===== src/rtl/cpu_pkg.sv =====
// ============================================================================
// Module   : cpu_pkg
// Brief    : Shared definitions for the memory port arbiter: bus width
//            defaults, fairness limit default and the arbiter state encoding.
// Revision : 1.0 - initial release
// ============================================================================
`default_nettype none

package cpu_pkg;

  // Default bus widths shared by the core and its memory arbiter
  localparam int CPU_DATA_W     = 32;
  localparam int CPU_ADDR_W     = 32;

  // Default number of back-to-back data grants tolerated while a fetch waits
  localparam int CPU_STARVE_MAX = 2;

  // Arbiter state encoding
  typedef enum logic [2:0] {
    ARB_IDLE   = 3'd0,
    ARB_BUSY_I = 3'd1,
    ARB_BUSY_D = 3'd2,
    ARB_RESP_I = 3'd3,
    ARB_RESP_D = 3'd4
  } arb_state_t;

endpackage : cpu_pkg

`default_nettype wire


===== src/rtl/mem_port_arbiter.sv =====
// ============================================================================
// Module   : mem_port_arbiter
// Brief    : Shares one synchronous single-port memory between the fetch
//            stage and the memory stage. Data requests have priority; each
//            access takes three cycles (grant, memory cycle, response).
//            Optional macro MEM_ARB_FAIRNESS_EN bounds fetch starvation to
//            STARVE_MAX consecutive data grants.
// Revision : 1.0 - initial release
// ============================================================================
`default_nettype none

module mem_port_arbiter
  import cpu_pkg::*;
#(
  parameter int DATA_W     = CPU_DATA_W,
  parameter int ADDR_W     = CPU_ADDR_W,
  parameter int STARVE_MAX = CPU_STARVE_MAX
) (
  input  logic              clock,
  input  logic              reset,
  // fetch port
  input  logic              if_req,
  input  logic [ADDR_W-1:0] if_addr,
  output logic [DATA_W-1:0] if_rdata,
  output logic              if_ready,
  // data port
  input  logic              dm_req,
  input  logic              dm_we,
  input  logic [ADDR_W-1:0] dm_addr,
  input  logic [DATA_W-1:0] dm_wdata,
  output logic [DATA_W-1:0] dm_rdata,
  output logic              dm_ready,
  // shared memory
  output logic              mem_en,
  output logic              mem_we,
  output logic [ADDR_W-1:0] mem_addr,
  output logic [DATA_W-1:0] mem_wdata,
  input  logic [DATA_W-1:0] mem_rdata,
  // pipeline stalls
  output logic              stall_f,
  output logic              stall_m
);

  arb_state_t        state, next_state;
  logic              grant_i, grant_d;
  logic              fetch_forced;
  logic              access_we;
  logic [DATA_W-1:0] if_rdata_q, dm_rdata_q;

`ifdef MEM_ARB_FAIRNESS_EN
  // Wide enough to hold STARVE_MAX, and at least one bit when it is zero
  localparam int CNT_W = $clog2(STARVE_MAX + 2);

  logic [CNT_W-1:0] starve_cnt;

  // Fetch wins the next IDLE grant once the data port has used up its quota
  assign fetch_forced = if_req && (starve_cnt == CNT_W'(STARVE_MAX));

  // Count data grants taken while a fetch is waiting; a fetch grant clears it
  always_ff @(posedge clock) begin
    if (reset) begin
      starve_cnt <= '0;
    end else if (grant_i) begin
      starve_cnt <= '0;
    end else if (grant_d && if_req) begin
      starve_cnt <= starve_cnt + 1'b1;
    end
  end
`else
  assign fetch_forced = 1'b0;
`endif

  // State register
  always_ff @(posedge clock) begin
    if (reset) begin
      state <= ARB_IDLE;
    end else begin
      state <= next_state;
    end
  end

  // Next-state and grant decode; reset overrides everything back to IDLE
  always_comb begin
    next_state = state;
    grant_i    = 1'b0;
    grant_d    = 1'b0;
    case (state)
      ARB_IDLE: begin
        if (dm_req && !fetch_forced) begin
          grant_d    = 1'b1;
          next_state = ARB_BUSY_D;
        end else if (if_req) begin
          grant_i    = 1'b1;
          next_state = ARB_BUSY_I;
        end
      end
      ARB_BUSY_I: next_state = ARB_RESP_I;
      ARB_BUSY_D: next_state = ARB_RESP_D;
      ARB_RESP_I: next_state = ARB_IDLE;
      ARB_RESP_D: next_state = ARB_IDLE;
      default:    next_state = ARB_IDLE;
    endcase
    if (reset) begin
      next_state = ARB_IDLE;
      grant_i    = 1'b0;
      grant_d    = 1'b0;
    end
  end

  // Registered memory command, ready pulses and held read data
  always_ff @(posedge clock) begin
    if (reset) begin
      mem_en     <= 1'b0;
      mem_we     <= 1'b0;
      mem_addr   <= '0;
      mem_wdata  <= '0;
      access_we  <= 1'b0;
      if_ready   <= 1'b0;
      dm_ready   <= 1'b0;
      if_rdata_q <= '0;
      dm_rdata_q <= '0;
    end else begin
      // enable is high only for the BUSY cycle that follows a grant
      mem_en   <= grant_i | grant_d;
      mem_we   <= grant_d & dm_we;
      if (grant_i || grant_d) begin
        mem_addr  <= grant_d ? dm_addr  : if_addr;
        mem_wdata <= grant_d ? dm_wdata : '0;
        access_we <= grant_d & dm_we;
      end
      // ready lands in the RESP cycle, two cycles after the grant
      if_ready <= (state == ARB_BUSY_I);
      dm_ready <= (state == ARB_BUSY_D);
      if (state == ARB_RESP_I) begin
        if_rdata_q <= mem_rdata;
      end
      if (state == ARB_RESP_D) begin
        dm_rdata_q <= access_we ? '0 : mem_rdata;
      end
    end
  end

  // Memory data is only valid during RESP, so pass it straight through
  // then and present the held copy afterwards
  assign if_rdata = (state == ARB_RESP_I) ? mem_rdata : if_rdata_q;
  assign dm_rdata = (state == ARB_RESP_D) ? (access_we ? '0 : mem_rdata)
                                          : dm_rdata_q;

  assign stall_f = if_req & ~if_ready;
  assign stall_m = dm_req & ~dm_ready;

endmodule : mem_port_arbiter

`default_nettype wire

===== config.mk =====
export PLATFORM = sky130hd
export DESIGN_NAME = mem_port_arbiter
export DESIGN_NICKNAME = d
export VERILOG_FILES = /design/src/rtl/cpu_pkg.sv /design/src/rtl/mem_port_arbiter.sv
export SDC_FILE = /design/constraint.sdc
export NUM_CORES = 1
export LEC_CHECK = 0
export ABC_AREA = 1
export CORE_MARGIN = 1.5
export CORE_UTILIZATION = 40
export CTS_CLUSTER_SIZE = 14
export DETAILED_ROUTE_END_ITERATION = 10
export PLACE_DENSITY = 0.78
export SLEW_MARGIN = 10
export SYNTH_ARGS = -nofsm -noshare
export SYNTH_HDL_FRONTEND = slang
export SYNTH_SLANG_ARGS = --single-unit

===== constraint.sdc =====
create_clock -name clock -period 1.75 [get_ports clock]
set_input_delay 0.35 -clock clock [delete_from_list [all_inputs] [get_ports clock]]
set_output_delay 0.35 -clock clock [all_outputs]
set_load 0.05 [all_outputs]

# After elaboration in Yosys (flattened, before gate mapping)
# Index checks and enable logic that the tools add are counted.
# W data, S select, Z words.
# word_totals
register_bits,136
input_bits,133
out_inout_bits,134
word_cells,38
# op_classes
eq_ne,5
muxes,15
n_bitwise,6
n_reduce_logical,2
# ops
op,n
$mux W32,5
$pmux W3 S3,1
$mux W1,7
$eq A3 B2 Y1 const B,2
$mux W3,2
$and A1 B1 Y1,3
$eq A3 B1 Y1 const B,1
$eq A3 B3 Y1 const B,1
$logic_not A3 Y1,1
$ne A3 B3 Y1 const B,1
$not A1 Y1,2
$logic_or A1 B1 Y1,1
$or A1 B1 Y1,1

# Depth between registers and ports, before layout
# Gate-level depths: netlist of run 1.
# depth
ltp_word,5
mapped_depth,8
ltp_nobuf,7

# Least setup slack after synthesis of run 1
# OpenSTA, ideal clock, no wires.
# synth_timing
kind,register to output
startpoint,register state[0]
endpoint,output dm_rdata[10]
arrival_ns,1.402
required_time_ns,1.400
path_slack_ns,-0.002
stages_incl_launch_ff,7
n_path_buf,1
cell_sequence,dfxtp_1 -> nor2_4 -> nand2_2 -> inv_1 -> buf_6 -> nand3_1 -> nand2_1
# synth_between
elab_chain_cells,2
# synth_lines
element,line,source
start: declaration,mem_port_arbiter.sv:44,"arb_state_t state, next_state;"
start signal: assignment,mem_port_arbiter.sv:78,state <= next_state;
$eq A3 B3 Y1,mem_port_arbiter.sv:146,assign dm_rdata = (state == ARB_RESP_D) ? (access_we ? '0 : mem_rdata)
$mux W32,-,
end: declaration,mem_port_arbiter.sv:31,"output logic [DATA_W-1:0] dm_rdata,"
# No other way between the ends.

# Final worst setup path of run 1
# layout_timing
startpoint,register state[1]
endpoint,output dm_rdata[9]
# Same word-level chain as after synthesis.

==> flow_metrics.py, run 1 <==
metrics = {
    "run_status": {
        "run_status": "complete, but fails checks",
        "violations": "negative setup slack",
    },
    "route": {
        "drc": 0,
        "wl_per_cell_um": 14.6,
        "via_density_per_instance": 4.80,
        "drt_first_iter_violations": 322,
        "wirelength_um": 18300,
        "dr_total_vias": 6013,
        "drt_pass1_iterations": 4,
        "drtAntennaViolNets": 0,
    },
    "floorplan": {
        "die_height_um": 123,
        "design.die.area_sq_um": 15100,
        "std_cell_rows": 43,
        "die_w_um": 123,
        "design.core.area_sq_um": 13900,
        "start_util_pct": 41.2,
        "io_pins": 267,
    },
    "timing": {
        "tightestPinTransition_ns": 0.595,
        "max_freq_mhz": 513,
        "timing.clock.skew_ns": 0.00660,
        "timing.max_slew.rel_slack_pct": 60.3,
        "finalSetupTns_ns": -10.23,
        "slew_viol_final": 0,
        "finalWorstPathRequiredPeriod_ns": 1.95,
        "hold_viol_final": 0,
        "setup_viol": 64,
        "timing.final.crit_share_pct": 111,
        "postLayoutSetupSlackWorst_ns": -0.201,
        "grt_setup_unrepaired": "yes",
    },
    "yosys": {
        "post-synth-top-area-cell": "dfxtp_1",
        "syn-instance-count": 804,
        "syn_nets": 937,
        "ys_ff_latch": 136,
        "synth.lib_cells_used.distinct": 22,
        "synth.top_cell.area_share_pct": 47.4,
        "synth-seq-area-share_pct": 47.4,
        "post_synth_main_area_contributors": "dfxtp_1, nand2_1, inv_1",
        "synth_enable_flop_cells": 0,
        "synth_area_per_cell_sq_um": 7.14,
        "synth_warnings": 0,
        "most_used_dff_post_synth": "dfxtp_1",
        "async_flop_share_pct": 0,
        "syn-cell-area_sq_um": 5740,
    },
    "setup_path": {
        "timing.critical_path.to_type": "primary output",
        "timing.critical_path.from_type": "flip-flop",
        "critPathSlowestCell": "dfxtp_4",
        "timing_worst_setup_path_type": "flip-flop to primary output",
        "timing.critical_path.required_ns": 1.40,
        "timing.critical_path.slowest_cell_delay_ns": 0.36,
        "path_max_fanout": 8,
        "worst-endpoint-arrival_ns": 1.60,
        "critical_path.cell_chain": "nor2_4, nand2_4, inv_8, clkbuf_16, nand3_2, nand2_2, buf_12",
    },
    "pwr": {
        "cellPowerDensity_nw_per_um2": 978,
        "leakagePower_uw": 0.00476,
        "post-layout-total-power_uw": 9600,
        "max-vdd-ir-drop_mv": 0.632,
    },
    "grt": {
        "maximum_number_of_pins_on_one_net_before_global_route_repair": 134,
        "grt-busiest-layer": "met2",
        "grt_pass1_wl_um": 26600,
        "grt_antenna_before_repair": 0,
        "grt.met3_usage_pct": 7.25,
        "first_global_vias": 5447,
        "global_routing_met2_resource_utilization_pct": 38.6,
        "grt_usage_pct": 22.8,
        "global_route.overflow_total": 0,
        "groute.layer.met1.usage_pct": 26.1,
    },
    "clock_network": {
        "cts_setup_buffers": 0,
        "clock_path_buffers": 2,
        "clock_tree.root_cell": "clkbuf_16",
        "tritoncts": "yes",
        "path_clk_slew_ns": 0.05,
        "worst_skew_pair.late_latency_ns": 0.41,
        "htreeDepth": 4,
        "cts.sinks": 136,
        "cts_buffers": 17,
    },
    "cells_and_area": {
        "stdcell_count": 1254,
        "antenna_cells": 0,
        "final_layout_size_suffix_gt1_share_pct": 27.3,
        "mostFrequentLayoutCell": "nand2_1",
        "flow.area_growth_from_synthesis_pct": 71.2,
        "mostFrequentLayoutCells": "nand2_1, inv_1, dfxtp_1, clkdlybuf4s50_1, buf_4",
        "nNetsFinal": 1199,
    },
    "placement": {
        "gp_routability_congestion": 0.830,
        "io_buffer_count": 266,
        "place_hpwl_um": 11700,
        "numPlacedInstances": 1222,
    },
    "flow_run": {
        "total_of_max_cap_violations": 0,
    },
    "min_path": {
        "holdCritPathClass": "input pin to flip-flop",
    },
}
-- registers in the layout, indices dropped and copies added (netlist names) --
name / count
mem_we: 1
dm_ready: 1
mem_wdata: 32
state: 3
if_rdata_q: 32
mem_en: 1
mem_addr: 32
dm_rdata_q: 32
access_we: 1
if_ready: 1
-- stage by stage --
step / cell area [sq um] / hold WS [ns] / utilization, % / setup slack (ns)
detailed placement: 8780 / 0.456 / 63.0 / -0.0160
floorplan: 5810 / 0.450 / - / 0.0849
global route: 9820 / 0.324 / 70.5 / -0.280
finish: 9820 / 0.298 / 70.5 / -0.201
CTS: 9430 / 0.289 / 67.7 / -0.238
global placement: 8780 / 0.454 / 63.0 / 0.0254
-- synth_stat cells (2+ instances only) --
master and n:
nor2_1 74, a22oi_2 9, a22oi_1 23, nor4_1 2, dfxtp_1 136, buf_2 11
clkbuf_1 26, inv_2 4, buf_6 8, nand3_1 61, a21oi_1 65, nand3_2 2
inv_1 140, o21ai_0 34, nand2_1 202
-- power breakdown --
group / switching, uW / internal [uW] / total, uW
Sequential: 99.4 / 3290 / 3390
Combinational: 1760 / 1120 / 2890
Clock: 1220 / 2100 / 3320
-- metal layers --
metal / wire (um) / part of all wire (%) / vias up
met5: 0 / 0 / -
li1: - / - / 3009
met1: 7250 / 40 / 2741
met4: 632 / 3.5 / 0
met3: 1280 / 7.0 / 46
met2: 9140 / 50 / 217
-- path summary, 6_finish.rpt --
kind,cells past startpoint,endpoint,start,slack (ns)
setup / recovery,7,dm_rdata[9],state[1]$_SDFFE_PP0P_,-0.20
hold / removal,4,access_we$_SDFFE_PP0P_,reset,0.30
setup reg to reg,7,mem_addr[9]$_SDFFE_PP0P_,state[1]$_SDFFE_PP0P_,0.33
hold reg to reg,2,mem_addr[5]$_SDFFE_PP0P_,mem_addr[5]$_SDFFE_PP0P_,0.46
-- cell type report --
class | count | area, sq um
clock inverter | 3 | 42.5
clock buffer | 24 | 502
sequential | 136 | 2730
multi-input combinational | 476 | 2580
inverter | 145 | 552
timing repair buffer | 290 | 3190
tap | 180 | 225
fill | 1071 | 4110
-- what timing repair did --
item,in CTS,in global routing
hold buffers,0,0
gates cloned,1,4
pin swaps,0,17
setup endpoints to repair,64,64
gates resized for setup,58,67
-- worst max-delay path: cells and delay by family (launching register included) --
kind | cells | cell delay [ns]
buffers and inverters | 3 | 0.42
and+or+nand+nor | 4 | 0.42
DFF | 1 | 0.36
-- kinds of logic after synthesis --
logic type,after synthesis,share of synthesized area [%]
AND/OR/NAND/NOR,345,24.8
flip-flops,136,47.4
AO/OA/AOI/OAI,131,13.6
buffers and inverters,192,14.1
Note: power is estimated with default switching activity, not from simulation.
==> run 2: changes to the inputs <==
- CORE_ASPECT_RATIO: unset -> 1.4
==> flow_metrics.py, run 2 (synthesis results as in run 1) <==
metrics = {
    "run_status": {
        "run_status": "complete, but fails checks",
        "violations": "negative setup slack",
    },
    "floorplan": {
        "design.die.area_sq_um": 15100,
        "std_cell_rows": 51,
        "die_height_um": 145,
        "design.core.area_sq_um": 14000,
        "start_util_pct": 41.1,
        "io_pins": 267,
        "die_w_um": 104,
    },
    "timing": {
        "postLayoutSetupSlackWorst_ns": -0.231,
        "tightestPinTransition_ns": 0.619,
        "finalWorstPathRequiredPeriod_ns": 1.98,
        "timing.max_slew.rel_slack_pct": 58.7,
        "setup_viol": 64,
        "slew_viol_final": 0,
        "timing.final.crit_share_pct": 113,
        "hold_viol_final": 0,
        "max_freq_mhz": 505,
        "timing.clock.skew_ns": 0.0201,
        "grt_setup_unrepaired": "yes",
        "finalSetupTns_ns": -12.17,
    },
    "grt": {
        "grt_antenna_before_repair": 0,
        "global_route.overflow_total": 0,
        "grt_pass1_wl_um": 27300,
        "maximum_number_of_pins_on_one_net_before_global_route_repair": 134,
        "first_global_vias": 5674,
        "grt_usage_pct": 22.8,
    },
    "route": {
        "wirelength_um": 19100,
        "drtAntennaViolNets": 0,
        "drt_first_iter_violations": 262,
        "via_density_per_instance": 4.80,
        "dr_total_vias": 6129,
        "drc": 0,
        "wl_per_cell_um": 14.9,
        "drt_pass1_iterations": 4,
    },
    "placement": {
        "postPlaceCellArea_sq_um": 8810,
        "place_hpwl_um": 12000,
        "io_buffer_count": 266,
        "gp_routability_congestion": 0.801,
    },
    "pwr": {
        "leakagePower_uw": 0.00485,
        "max-vdd-ir-drop_mv": 0.524,
        "post-layout-total-power_uw": 9830,
        "cellPowerDensity_nw_per_um2": 961,
    },
    "flow_run": {
        "total_of_max_cap_violations": 0,
    },
    "clock_network": {
        "cts.hold.buffers_added": 0,
        "tritoncts": "yes",
        "cts_buffers": 17,
        "path_clk_slew_ns": 0.05,
        "clock_tree.root_cell": "clkbuf_16",
        "cts.sinks": 136,
        "worst_skew_pair.late_latency_ns": 0.41,
        "clock_path_buffers": 2,
        "htreeDepth": 4,
    },
    "cells_and_area": {
        "final_core_density_pct": 73.2,
        "antenna_cells": 0,
        "nNetsFinal": 1213,
        "area_taken_by_multi_input_logic_gates_sq_um": 2880,
        "mostFrequentLayoutCells": "nand2_1, inv_1, dfxtp_1, clkdlybuf4s50_1, buf_4",
        "flow.area_growth_from_synthesis_pct": 78.2,
        "mostFrequentLayoutCell": "nand2_1",
        "layout.filler_cells": 995,
        "final_layout_size_suffix_gt1_share_pct": 28.4,
        "final_cell_area_sq_um": 10200,
        "seq_area_sq_um": 2730,
    },
    "setup_path": {
        "critPathSlowestCell": "dfxtp_4",
        "timing.critical_path.slowest_cell_delay_ns": 0.36,
        "timing_worst_setup_path_type": "flip-flop to primary output",
        "timing.critical_path.required_ns": 1.40,
        "worst-endpoint-arrival_ns": 1.63,
        "timing.critical_path.from_type": "flip-flop",
        "critPathBufInv": 3,
        "critical_path.top_delay_family": "buffers and inverters",
        "critical_path.cell_chain": "nor2_4, nand2_4, inv_8, clkbuf_16, nand3_2, nand2_2, buf_12",
        "timing.critical_path.to_type": "primary output",
        "path_max_fanout": 8,
    },
    "min_path": {
        "holdCritPathClass": "input pin to flip-flop",
    },
}
-- run 2: changes by cell type in the layout (fill, tap and decap cells not counted), moves of 4 or more --
cell	previous run	this run
buf_4	94	117
buf_6	17	8
clkbuf_8	5	1
clkinv_2	1	5
nand2_2	30	10
nand2_4	4	23
nand3_2	30	2
nand3_4	4	32
-- run 2: per-layer routing --
metal	vias up	global-route usage, %	wire, um
li1	3062	-	-
met2	234	42.7	10500
met3	36	5.87	1050
met4	0	9.50	518
met1	2797	24.4	7010
met5	-	0	0
-- run 2: path summary, 6_finish.rpt --
kind	startpoint	to	slack [ns]	cells after the start
max	state[0]$_SDFFE_PP0P_	dm_rdata[12]	-0.23	7
min	reset	access_we$_SDFFE_PP0P_	0.30	4
max reg2reg	state[0]$_SDFFE_PP0P_	mem_wdata[9]$_SDFFE_PP0P_	0.26	7
min reg2reg	mem_addr[13]$_SDFFE_PP0P_	mem_addr[13]$_SDFFE_PP0P_	0.46	2
-- run 2: final cells by class --
| cell class | count | share of cell area [%] |
|---|---|---|
| clock buffer | 20 | 4.37 |
| multi-input combinational | 476 | 28.1 |
| clock inverter | 12 | 1.24 |
| inverter | 145 | 5.40 |
| timing repair buffer | 304 | 31.9 |
| tap | 185 | 2.26 |
| sequential | 136 | 26.7 |
-- run 2: worst reg2reg max path, stage by stage (launching register included) --
cell,delay (ns)
dfxtp_4,0.36
nor2_4,0.11
buf_4,0.12
buf_4,0.14
nand3_1,0.16
buf_12,0.21
a22oi_1,0.19
nor2_1,0.06
-- run 2: where the power goes --
group	leakage [uW]	switching, uW	internal (uW)
combinational	0.00346	1830	1160
clock	0.000280	1320	2130
sequential	0.00111	97.8	3290
-- run 2: what timing repair did --
item / CTS / global route
setup endpoints to repair: 64 / 64
pin swaps: 2 / 33
gates resized for setup: 53 / 109
hold endpoints to repair: 0 / 0
gates cloned: 2 / 2
buffers inserted: 0 / 12
-- run 2: stage by stage --
step                cells  worst slack (ns)  hold slack, ns
finish               1278            -0.231           0.296
global route         1278            -0.325           0.330
CTS                  1264            -0.240           0.288
detailed placement   1230           -0.0147           0.456
global placement     1230            0.0302           0.452
floorplan             804            0.0849           0.450
==> RTL edit 1 (config.mk and constraints of run 2) <==
The 5 states of `arb_state_t` get a one-hot encoding in 5 bits.
--- a/src/rtl/cpu_pkg.sv
+++ b/src/rtl/cpu_pkg.sv
@@ -17,10 +17,10 @@
 
   // Arbiter state encoding
-  typedef enum logic [2:0] {
-    ARB_IDLE   = 3'd0,
-    ARB_BUSY_I = 3'd1,
-    ARB_BUSY_D = 3'd2,
-    ARB_RESP_I = 3'd3,
-    ARB_RESP_D = 3'd4
+  typedef enum logic [4:0] {
+    ARB_IDLE   = 5'b00001,
+    ARB_BUSY_I = 5'b00010,
+    ARB_BUSY_D = 5'b00100,
+    ARB_RESP_I = 5'b01000,
+    ARB_RESP_D = 5'b10000
   } arb_state_t;
 
Check against the original RTL: same outputs for any inputs over 4 cycles, from zero or initial values and one cycle with reset high; so few cycles prove little.
==> RTL edit 1 against run 2 <==
The flow still finishes with violations (setup timing). Setup slack lost 0.12 ns. Sequential power fell by 2%. Non-clock buffer count grew 15. Count of clock-buffer cells in the layout down 3. Cell count grew 3.5%. Routed wire length rose by 4.9%. Largest power group unchanged. Final area up 1.4%. Power shrank 12%. Sequential cell count is 2 higher. Synthesized cell count up 4.2%. Sequential share of layout area is essentially flat. Register-to-register slack worse by 0.09 ns. Area after synthesis up 0.70%.
==> RTL edit 1: results (changes against run 2) <==
TNS Setup=-19.48 ns (-7.30 ns); end of the critical path=if_rdata[13]; Yosys warnings=0 (unchanged); status=finished, violations left; setup slack after layout=-0.354 ns (-0.123 ns); initial drt markers=260 (-0.76%); antenna cell count=0 (unchanged); grt met1 use=26.1% (+1.7 points); Cells after DPL=1280 (+4.1%); grt met2 use=43.4% (+0.76 points); CP top delay family=buffers and inverters; failing checks=setup timing; first-pass GRT wire length=29100 µm (+6.7%); initial antenna violation count=0 (unchanged); Crit Reg-Reg Endpoint=mem_addr[17]; Commonest cells post-synth=nand2_1, dfxtp_1, inv_1, nand3_1, a21oi_1; reg2reg path depth=9 (+2); R2R setup slack=0.17 ns (-0.09 ns); net count after synthesis=971 (+3.6%); Fin Clk Skew=0.0116 ns (-0.00850 ns); Worst path slowest cell=dfxtp_2; Post-synth ARST share=0% (unchanged); CTS root buffer=clkbuf_16; final WL=20000 µm (+4.9%); Final setup viols=64 (unchanged); max-cap viol count=0 (unchanged); predominant post-synthesis flop cell=dfxtp_1; Reg2Reg Launch Point=state[3]; Vias per Instance=4.84 (+0.85%); M3 GR Usage=5.08% (-0.79 points); # fillers=1016 (+2.1%); First-pass DRT Iterations=4 (unchanged); CTS Buf Count=17 (unchanged); cell count after synthesis=838 (+4.2%); H-tree depth=4 (unchanged); Critical Path AT=1.75 ns (+0.12 ns); crit path launch=state[1]; register area share after synthesis=47.8% (+0.36 points); vias in the first global route=5917 (+4.3%); Max VDD drop=0.000607 V (+16%); routability cong.=0.823 (+2.8%); unique cell type count in the Yosys netlist=20 (-9.1%); P_leak=4.88 nW (+0.71%); share of cells above drive strength 1=29.7% (+1.3 points); hold_ws=0.255 ns (-0.0402 ns); Skew-Pair Late Insertion Delay=0.41 ns (about the same); Port Buf Inserts=266 (unchanged); post-DP HPWL=12700 µm (+5.4%); Synth area leaders=dfxtp_1, nand2_1, inv_1; slowest cell delay on critical path=0.34 ns (-0.02 ns); wire length per cell=15.1 µm (+1.3%); pin count of the biggest net entering global routing=109 (-19%); Global Route Usage Sum=23.9% (+1.1 points); Slew HR=66.1% (+7.4 points)
[RTL edit 1: changes by cell type in the layout (fill, tap and decap cells not counted), sizes merged, moves of 13 or more]
cell	run 2	this run
a21oi	65	96
a22oi	32	0
buf	171	184
nand2	203	228
nand3	63	100
nor2	75	48
[RTL edit 1: how the worst min path moves through the flow]
| stage | cells past startpoint | to | startpoint |
|---|---|---|---|
| 5_1_grt | 3 | state[0] | reset |
| 4_1_cts | 3 | state[0] | reset |
| 6_report | 3 | state[0] | reset |
| 3_5_place_dp | 2 | mem_wdata[2] | mem_wdata[2] |
| 3_3_place_gp | 2 | mem_wdata[17] | mem_wdata[17] |
| 2_1_floorplan | 1 | state[1] | dm_req |
[RTL edit 1: cell type report]
type / count / area [µm²] / share of cell area, %
Timing Repair Buffer: 319 / 3580 / 34.5
Sequential cell: 138 / 2770 / 26.7
Multi-Input combinational cell: 510 / 2690 / 25.9
Inverter: 139 / 523 / 5.04
Clock buffer: 17 / 425 / 4.10
Tap cell: 185 / 231 / 2.23
Clock inverter: 15 / 156 / 1.51
[RTL edit 1: tightest hold or removal path: cells and delay by family]
kind | cells | cell delay, ns
buf+inv | 2 | 0.20
simple gates | 1 | 0.08
[RTL edit 1: timing repair]
action,CTS,global route
resized for setup,52,126
cloned,2,6
setup endpoints to repair,65,64
hold buffers,0,0
buffers inserted,1,2
pin swaps,0,2
[RTL edit 1: routing by layer]
layer	up-vias	part of all wire (%)
met1	2942	37
li1	3185	-
met3	49	4.9
met4	0	3.7
met5	-	0
met2	223	55
[RTL edit 1: cell families after synthesis]
logic type | share of synthesized area [%]
AO/OA/AOI/OAI | 11.3
buffers and inverters | 13.3
flip-flops | 47.8
AND/OR/NAND/NOR | 27.6
[RTL edit 1: power by group]
group | internal, mW | total (mW) | switching (mW)
Sequential | 3.26 | 3.33 | 0.0686
Clock | 2.02 | 3.52 | 1.51
Combinational | 0.724 | 1.77 | 1.04
[RTL edit 1: per-stage QoR]
step / cell area (µm²) / util [%] / setup WS, ns
2_1_floorplan: 5850 / - / 0.00857
3_3_place_gp: 9050 / 64.5 / -0.0759
3_5_place_dp: 9050 / 64.5 / -0.114
4_1_cts: 9760 / 69.5 / -0.339
5_1_grt: 10400 / 73.9 / -0.429
6_report: 10400 / 73.9 / -0.354
==> RTL edit 2 (config.mk and constraints of run 2) <==
Made on the original files. Add a define of `MEM_ARB_FAIRNESS_EN`.
--- a/src/rtl/mem_port_arbiter.sv
+++ b/src/rtl/mem_port_arbiter.sv
@@ -9,4 +9,6 @@
 // ============================================================================
 `default_nettype none
+
+`define MEM_ARB_FAIRNESS_EN
 
 module mem_port_arbiter
Behaviour: not the same (Yosys sat finds a counterexample within 10 cycles, from zero or initial values and one cycle with reset high).
==> RTL edit 2 against run 2 <==
The flow still finishes with violations (setup timing). Count of clock-buffer cells in the layout unchanged. Global-route usage increased by 2.1 points. Routed wire length grew 6.1%. Setup slack worse by 0.031 ns. Area after synthesis up 1.2%. Sequential cell count up 2. Power rose by 18%. First-iteration DRC count up 9.9%. Sequential share of layout area fell by 0.49 points. Final area increased by 3.4%. Worst hold slack gained 0.080 ns. Clock power rose by 3%. Largest power group is now combinational logic. Highest routed layer unchanged.
==> RTL edit 2: results (changes against run 2) <==
status=finished, violations left; failing checks=setup timing; P_leak=4.99 nW (+2.9%); Global Route Usage Sum=24.9% (+2.1 points); unique cell type count in the Yosys netlist=21 (-4.5%); First-pass DRT Iterations=5 (+1); hold buffers post-CTS=0 (unchanged); post-DP HPWL=12600 µm (+5.2%); Worst path slowest cell=dfxtp_2; first-pass GRT wire length=30600 µm (+12%); xor and xnor area share after synthesis=0% (unchanged); initial antenna violation count=0 (unchanged); mean post-synth cell area=6.82 µm² (-4.4%); Post-Synth Adder-Cell Area=0.216% (+0.22 points); routability cong.=0.851 (+6.3%); pin count of the biggest net entering global routing=102 (-24%); Final setup viols=64 (unchanged); Max VDD drop=0.000621 V (+18%); Hold Crit Class=primary input to register; initial drt markers=288 (+9.9%); Skew-Pair Late Insertion Delay=0.41 ns (about the same); # fillers=989 (-0.60%); register area share after synthesis=47.6% (+0.14 points); wire length per cell=15.3 µm (+2.7%); Cells after DPL=1274 (+3.6%); Fin Clk Skew=0.00600 ns (-0.0141 ns); setup slack after layout=-0.263 ns (-0.0312 ns); Port Buf Inserts=266 (unchanged); Synth area leaders=dfxtp_1, nand2_1, nand3_1; vias in the first global route=6246 (+10%); Worst Max-Slew Pin Slew=0.501 ns (-0.118 ns); net count after synthesis=985 (+5.1%); Commonest cells post-synth=nand2_1, dfxtp_1, nand3_1, inv_1, nor2_1; final WL=20200 µm (+6.1%); share of cells above drive strength 1=29.0% (+0.60 points); Synth Area in Compound Gates=8.97% (-4.6 points); Critical Path AT=1.66 ns (+0.03 ns); Vias per Instance=4.96 (+3.4%)
## RTL edit 2: changes by cell type in the layout (fill, tap and decap cells not counted), moves of 24 or more
cell	run 2	this run
nand3_2	2	27
buf_12	44	79
o21ai_0	2	26
inv_1	139	96
a21oi_1	65	36
nand3_1	29	103
nand2_2	10	42
nor2_1	74	103
buf_4	117	90
nand3_4	32	2
## RTL edit 2: worst paths after layout
check,start,endpoint,slack [ns],depth (start not counted)
setup / recovery,state[0],dm_rdata[8],-0.26,8
hold / removal,reset,state[2],0.38,4
setup reg to reg,starve_cnt[0],mem_addr[3],0.14,11
hold reg to reg,starve_cnt[0],starve_cnt[0],0.47,2
## RTL edit 2: routing by layer
| metal | wire [µm] | vias up | GRT usage [%] |
|---|---|---|---|
| met5 | 0 | - | 0 |
| met4 | 803 | 0 | 12.5 |
| met3 | 1210 | 58 | 6.14 |
| met2 | 10600 | 268 | 44.5 |
| met1 | 7620 | 3002 | 27.0 |
| li1 | - | 3223 | - |
## RTL edit 2: repair_timing
action / CTS / global route
gates resized for setup: 90 / 70
endpoints found under the setup margin: 64 / 66
setup buffers: 3 / 4
gates cloned: 4 / 4
pin swaps: 6 / 24
hold endpoints to repair: 0 / 0
## RTL edit 2: critical path: cells and delay by family, from the launching register on
family | cells | cell delay (ns)
buffers and inverters | 4 | 0.49
AND/OR/NAND/NOR | 4 | 0.40
flip-flops | 1 | 0.35
## RTL edit 2: logic make-up after synthesis
kind of cell | after synthesis
buf+inv | 165
fa+ha+maj | 1
simple gates | 444
flops | 138
compound gates | 103
## RTL edit 2: layout make-up
class | count | area, µm² | area share [%]
multi-input cells | 548 | 2780 | 26.3
inverters | 109 | 412 | 3.89
clock buffers | 20 | 447 | 4.23
clock inverters | 12 | 141 | 1.34
repair buffers | 309 | 3790 | 35.9
well taps | 185 | 231 | 2.19
flip-flops and latches | 138 | 2770 | 26.2
## RTL edit 2: metrics by stage
step | hold WS [ns] | worst slack (ns) | util (%) | instance area, µm² | TNS, ns
CTS | 0.367 | -0.284 | 72.6 | 10200 | -16.54
detailed placement | 0.460 | -0.0870 | 66.3 | 9300 | -1.84
global placement | 0.450 | -0.0428 | 66.3 | 9300 | -0.722
floorplan | 0.439 | 0.0838 | - | 5810 | 0
finish | 0.375 | -0.263 | 75.3 | 10600 | -13.91
global route | 0.377 | -0.333 | 75.3 | 10600 | -18.53
## RTL edit 2: report_power, final
| part | switching [mW] | total (mW) | internal [mW] |
|---|---|---|---|
| combinational | 2.65 | 4.40 | 1.75 |
| sequential | 0.165 | 3.63 | 3.46 |
| clock | 1.41 | 3.56 | 2.15 |
